## config.mk

```make
export PLATFORM = sky130hd
export DESIGN_NAME = spart_cmd_tx
export DESIGN_NICKNAME = d
export VERILOG_FILES = /design/src/rtl/spart_cmd_tx_pkg.sv /design/src/rtl/spart_baud_gen.sv /design/src/rtl/spart_cmd_tx.sv
export SDC_FILE = /design/constraint.sdc
export NUM_CORES = 1
export LEC_CHECK = 0
export CAP_MARGIN = 30
export CORE_MARGIN = 2
export CORE_UTILIZATION = 55
export DETAILED_ROUTE_END_ITERATION = 8
export PLACE_DENSITY = 0.81
export SETUP_SLACK_MARGIN = 0.02
export SLEW_MARGIN = 0
export SYNTH_ARGS = -nofsm -noshare
export SYNTH_HDL_FRONTEND = slang
export SYNTH_SLANG_ARGS = --single-unit
```

## constraint.sdc

```tcl
create_clock -name clk -period 3.15 [get_ports clk]
set_input_delay 0.315 -clock clk [delete_from_list [all_inputs] [get_ports clk]]
set_output_delay 0.315 -clock clk [all_outputs]
set_load 0.01 [all_outputs]
```

## src/rtl/spart_cmd_tx_pkg.sv

```systemverilog
// Shared SPART link definitions: baud codes, divisor helper, command codes.
// Used by both the command transmitter and the SPART receiver.
package spart_cmd_tx_pkg;

    localparam logic [1:0] BR_4800  = 2'b00;
    localparam logic [1:0] BR_9600  = 2'b01;
    localparam logic [1:0] BR_19200 = 2'b10;
    localparam logic [1:0] BR_38400 = 2'b11;

    localparam logic [7:0] CMD_START_PROG = 8'h73;

    typedef enum logic [1:0] {
        ST_IDLE,
        ST_START,
        ST_DATA,
        ST_STOP
    } tx_state_e;

    function automatic int unsigned baud_rate(input logic [1:0] br);
        int unsigned r;
        case (br)
            BR_4800:  r = 4800;
            BR_9600:  r = 9600;
            BR_19200: r = 19200;
            default:  r = 38400;
        endcase
        return r;
    endfunction

    // Clocks per bit, rounded to nearest.
    function automatic int unsigned baud_div(input int unsigned clk_hz,
                                             input logic [1:0]  br);
        int unsigned b;
        b = baud_rate(br);
        return (clk_hz + b / 2) / b;
    endfunction

endpackage

```

## src/rtl/spart_baud_gen.sv

```systemverilog
// Loadable baud down-counter: bit_tick marks the last clock of each bit.
// The reload value is held so every bit lasts exactly rld+1 clocks.
module spart_baud_gen #(
    parameter int unsigned CW = 15
) (
    input  logic          clk,
    input  logic          rst_n,
    input  logic          load,
    input  logic          en,
    input  logic [CW-1:0] rld,
    output logic          bit_tick
);

    logic [CW-1:0] cnt_q;
    logic [CW-1:0] rld_q;

    assign bit_tick = en && (cnt_q == '0);

    always_ff @(posedge clk or negedge rst_n) begin
        if (!rst_n) begin
            cnt_q <= '0;
            rld_q <= '0;
        end else if (load) begin
            cnt_q <= rld;
            rld_q <= rld;
        end else if (bit_tick) begin
            cnt_q <= rld_q;
        end else if (en) begin
            cnt_q <= cnt_q - 1'b1;
        end
    end

endmodule

```

## src/rtl/spart_cmd_tx.sv

```systemverilog
// Host-side SPART command sender: cmd byte then payload bytes (MS first),
// framed 8N1 on txd at a br_cfg-selected baud rate.
module spart_cmd_tx
    import spart_cmd_tx_pkg::*;
#(
    parameter int unsigned CLK_HZ        = 100_000_000,
    parameter int unsigned PAYLOAD_BYTES = 8,
    parameter int unsigned SIM_DIV       = 0
) (
    input  logic                       clk,
    input  logic                       rst_n,
    input  logic                       start,
    input  logic [7:0]                 cmd,
    input  logic [8*PAYLOAD_BYTES-1:0] payload,
    input  logic [1:0]                 br_cfg,
    output logic                       txd,
    output logic                       busy,
    output logic                       done,
    output logic [3:0]                 byte_idx
);

    localparam int unsigned PW = 8 * PAYLOAD_BYTES;

    localparam int unsigned D0 = (SIM_DIV != 0) ? SIM_DIV : baud_div(CLK_HZ, BR_4800);
    localparam int unsigned D1 = (SIM_DIV != 0) ? SIM_DIV : baud_div(CLK_HZ, BR_9600);
    localparam int unsigned D2 = (SIM_DIV != 0) ? SIM_DIV : baud_div(CLK_HZ, BR_19200);
    localparam int unsigned D3 = (SIM_DIV != 0) ? SIM_DIV : baud_div(CLK_HZ, BR_38400);

    // 4800 baud has the largest divisor, so it sizes the counter.
    localparam int unsigned CW = $clog2(D0 + 1);

    localparam logic [CW-1:0] R0 = CW'(D0 - 1);
    localparam logic [CW-1:0] R1 = CW'(D1 - 1);
    localparam logic [CW-1:0] R2 = CW'(D2 - 1);
    localparam logic [CW-1:0] R3 = CW'(D3 - 1);

    localparam logic [3:0] LAST = 4'(PAYLOAD_BYTES);

    tx_state_e      state_q, state_d;
    logic           txd_q, txd_d;
    logic           busy_q, busy_d;
    logic           done_q, done_d;
    logic [3:0]     idx_q, idx_d;
    logic [2:0]     bit_q, bit_d;
    logic [7:0]     sh_q, sh_d;
    logic [PW-1:0]  pay_q, pay_d;

    logic           accept;
    logic           tick;
    logic [CW-1:0]  rld_sel;

    assign accept = (state_q == ST_IDLE) && start;

    always_comb begin
        rld_sel = R3;
        unique case (br_cfg)
            BR_4800:  rld_sel = R0;
            BR_9600:  rld_sel = R1;
            BR_19200: rld_sel = R2;
            BR_38400: rld_sel = R3;
        endcase
    end

    spart_baud_gen #(
        .CW (CW)
    ) u_baud (
        .clk      (clk),
        .rst_n    (rst_n),
        .load     (accept),
        .en       (state_q != ST_IDLE),
        .rld      (rld_sel),
        .bit_tick (tick)
    );

    always_comb begin
        state_d = state_q;
        txd_d   = txd_q;
        busy_d  = busy_q;
        done_d  = 1'b0;
        idx_d   = idx_q;
        bit_d   = bit_q;
        sh_d    = sh_q;
        pay_d   = pay_q;
        unique case (state_q)
            ST_IDLE: begin
                if (start) begin
                    state_d = ST_START;
                    txd_d   = 1'b0;
                    busy_d  = 1'b1;
                    idx_d   = 4'd0;
                    bit_d   = 3'd0;
                    sh_d    = cmd;
                    pay_d   = payload;
                end
            end
            ST_START: begin
                if (tick) begin
                    state_d = ST_DATA;
                    txd_d   = sh_q[0];
                    bit_d   = 3'd0;
                end
            end
            ST_DATA: begin
                if (tick) begin
                    if (bit_q == 3'd7) begin
                        state_d = ST_STOP;
                        txd_d   = 1'b1;
                    end else begin
                        bit_d = bit_q + 3'd1;
                        sh_d  = sh_q >> 1;
                        txd_d = sh_q[1];
                    end
                end
            end
            ST_STOP: begin
                if (tick) begin
                    if (idx_q == LAST) begin
                        state_d = ST_IDLE;
                        busy_d  = 1'b0;
                        done_d  = 1'b1;
                    end else begin
                        // Next byte follows with no idle gap.
                        state_d = ST_START;
                        txd_d   = 1'b0;
                        idx_d   = idx_q + 4'd1;
                        sh_d    = pay_q[PW-1 -: 8];
                        pay_d   = pay_q << 8;
                    end
                end
            end
            default: state_d = ST_IDLE;
        endcase
    end

    always_ff @(posedge clk or negedge rst_n) begin
        if (!rst_n) begin
            state_q <= ST_IDLE;
            txd_q   <= 1'b1;
            busy_q  <= 1'b0;
            done_q  <= 1'b0;
            idx_q   <= 4'd0;
            bit_q   <= 3'd0;
            sh_q    <= 8'd0;
            pay_q   <= '0;
        end else begin
            state_q <= state_d;
            txd_q   <= txd_d;
            busy_q  <= busy_d;
            done_q  <= done_d;
            idx_q   <= idx_d;
            bit_q   <= bit_d;
            sh_q    <= sh_d;
            pay_q   <= pay_d;
        end
    end

    assign txd      = txd_q;
    assign busy     = busy_q;
    assign done     = done_q;
    assign byte_idx = idx_q;

endmodule
```

==> impl_metrics.csv <==
group,metric,value,unit
drt,antenna_left,0,
critical_path,worstPathCellList,"inv_1 -> ha_1 -> nor4b_4 -> nand4_2 -> buf_4 -> a211oi_4 -> a21oi_1 -> o21ai_0",
pwr,p_per_area,377,mW/mm²
yosys,synth_top_area_share,47.5,%
yosys,synth_ff_type,"dfrtp_1",
pwr,switching_share,23.5,%
clock_tree,cts_buffers,9,
finish,nets,733,
critical_path,reg2regPathDepth,8,
global_routing,antenna_found_initial,0,
placement,port_buffers,83,
placement,dp_slack,474,ps
global_routing,grt_pass1_vias,4350,
clock_tree,clkTransAtPathRegs,110,ps
drt,route.met3.wl,745,µm
clock_tree,cts_buffer_depth,2,
yosys,yosysMostFrequentCell,"nand2_1",
placement,gp_congestion,0.888,
critical_path,path_class,"reg2reg",
clock_tree,cts_hold_buf,0,
yosys,netlist_instances,575,
sta,fin_crit,2680,ps
sta,timing.setup.tns,0,ps
pwr,peakVddDrop,0.000293,V
finish,area_growth,19.8,%
drt,drt-initial-drc-count,229,
job,drv_cap,0,
clock_tree,cts_setup_buffers,0,
yosys,ys_ff_latch,108,
clock_tree,cts.sinks,108,
yosys,synth_area_leaders,"dfrtp_1 (48%), mux2i_1 (11%), nand2_1 (7.5%)",
yosys,async_reset_ff_share,100,%
clock_tree,clock_latency,370,ps
pwr,p_comb_share,8.3,%
drt,wl_met1,5440,µm
clock_tree,cts-resized-gates,0,
pwr,p_switching,599,µW
critical_path,worst-path-max-fanout,17,
die,fp.dieH,105,µm
pwr,leakage,0.00296,µW
clock_tree,cts_root_buf,"clkbuf_8",
yosys,synth_common_cells,"nand2_1 (112), dfrtp_1 (107), mux2i_1 (61)",
critical_path,arrival,2980,ps
die,ios,84,
drt,via_per_inst,5.64,
critical_path,r2r_setup_slack,470,ps
yosys,synth-warning-count,0,
sta,slew_headroom,48.9,%
yosys,synth_top_area_cell,"dfrtp_1",
sta,timing.final.ws_setup,467,ps
sta,drv_slew,0,
drt,drt_wl_total,12600,µm
global_routing,grt_overflow,0,
die,core_area,0.00986,mm²
critical_path,start_kind,"flop",
drt,drc,0,
sta,tightest_slew,766,ps
die,dieArea,0.0111,mm²
clock_tree,tritoncts,"done",
finish,drive_gt1_share,7.91,%
sta,rsz0062_at_grt,"no",
outcome,violations,"negative hold slack",
global_routing,grt.total_usage,23.2,%
yosys,yosysSeqAreaShare,48.0,%
drt,drt_first_pass_iters,4,
global_routing,grt_max_degree,121,
yosys,synthesis.area,0.00563,mm²
sta,whs,-21.6,ps
sta,setup_violations,0,
pwr,p_seq_share,56.8,%
placement,hpwl,8850,µm
drt,routed-wl-met2,6210,µm
die,start_util,57.1,%
sta,period_share,85.2,%
sta,fmax,373,MHz
yosys,syn_area_per_cell,9.79,µm²
sta,hold_violations,4,
drt,top_layer,"met4",
clock_tree,cts_max_level,3,
finish,insertedDiodeCount,0,
min_path,hold_class,"in2async",
outcome,status,"complete, but fails checks",
sta,fin_skew,15.8,ps
yosys,mappedNetlistNets,668,
die,rows,36,
critical_path,critPathSlowestCell,"a211oi_4",
critical_path,slowest_delay,580,ps
drt,dr_total_vias,4391,
global_routing,grt_pass1_wl,20500,µm
critical_path,end_kind,"flop",
drt,wire_per_inst,16.2,µm
yosys,synth_enable_flop_cells,0,
yosys,ys_types,49,
pwr,p_clk_share,35.0,%
pwr,intPower,1940,µW
die,die_width,105,µm
critical_path,cp.required,3450,ps
registers in the layout, summed over array words and instances, names as in the netlist:
register      cells
done              1
busy              1
txd               1
u_baud.rld_q      9
state_q           2
u_baud.cnt_q     15
sh_q              8
pay_q            64
byte_idx          4
bit_q             3
power by group through the flow:
stage,registers (µW),logic [µW],clock network (µW)
floorplan,1460,68.4,0
global placement,1470,206,0
detailed placement,1470,213,0
CTS,1440,213,910
global route,1450,235,964
finish,1440,210,890
critical path: cells and delay by family (launching register included):
family	cells	cell delay, ps
buffers and inverters	2	420
and+or+nand+nor	2	580
adders and majority gates	1	260
DFF	1	440
AOI/OAI and AO/OA	3	880
placed cells by master, fill, tap and decap left out, drive strengths merged, types with 2 or more instances in the layout:
master and count:
xnor2 3, inv 17, o22ai 2, a22o 4, o21a 2, mux2i 61, nor3 11, nand4 6
nand2 112, nor2b 3, o211ai 3, nand3 12, a211oi 2, nor4 4, and3 2, nor2 24
clkbuf 11, xor2 5, nand2b 3, o31ai 5, dfrtp 107, a22oi 8, mux2 16, a21oi 10
a211o 6, and2 2, a31oi 2, o21ai 82, ha 16, buf 10, clkdlybuf4s50 82
path summary, 6_finish.rpt:
kind                       startpoint          end
max                        state_q[0]  byte_idx[2]
min                             rst_n      sh_q[7]
max reg2reg                state_q[0]  byte_idx[2]
min reg2reg                  pay_q[4]     pay_q[4]
max in group asynchronous       rst_n    pay_q[26]
min in group clk             pay_q[4]     pay_q[4]
layer usage:
metal | up-vias | global-route usage [%]
li1 | 2137 | -
met1 | 2111 | 30.2
met2 | 124 | 37.8
met3 | 19 | 5.68
met4 | 0 | 7.90
met5 | - | 0
through the flow:
stage	std cells	instance area (µm²)	hold WS (ps)	utilization, %	total power [µW]
after floorplan	575	5630	19.4	-	1530
after global placement	761	6510	418	66.0	1680
after detailed placement	761	6510	424	66.0	1680
after CTS	777	6720	12.2	68.1	2570
after global routing	778	6740	45.6	68.4	2650
final	778	6740	-21.6	68.4	2540
cell type report:
cell class / instances / area (µm²)
Fill cell: 754 / 3120
Sequential cell: 108 / 2700
Multi-Input combinational cell: 415 / 2700
Timing Repair Buffer: 92 / 916
Tap cell: 133 / 166
Clock buffer: 11 / 141
Clock inverter: 5 / 66.3
Inverter: 14 / 52.6
kinds of logic after synthesis:
family | after synthesis | share of synthesized area [%]
AND/OR/NAND/NOR | 184 | 15.0
AO/OA/AOI/OAI | 130 | 13.7
flip-flops | 108 | 48.0
multiplexers | 77 | 14.0
buffers and inverters | 52 | 4.47
adder cells (fa/ha/maj) | 16 | 3.55
XOR/XNOR | 8 | 1.24
Note: power is estimated with default switching activity, not from simulation.
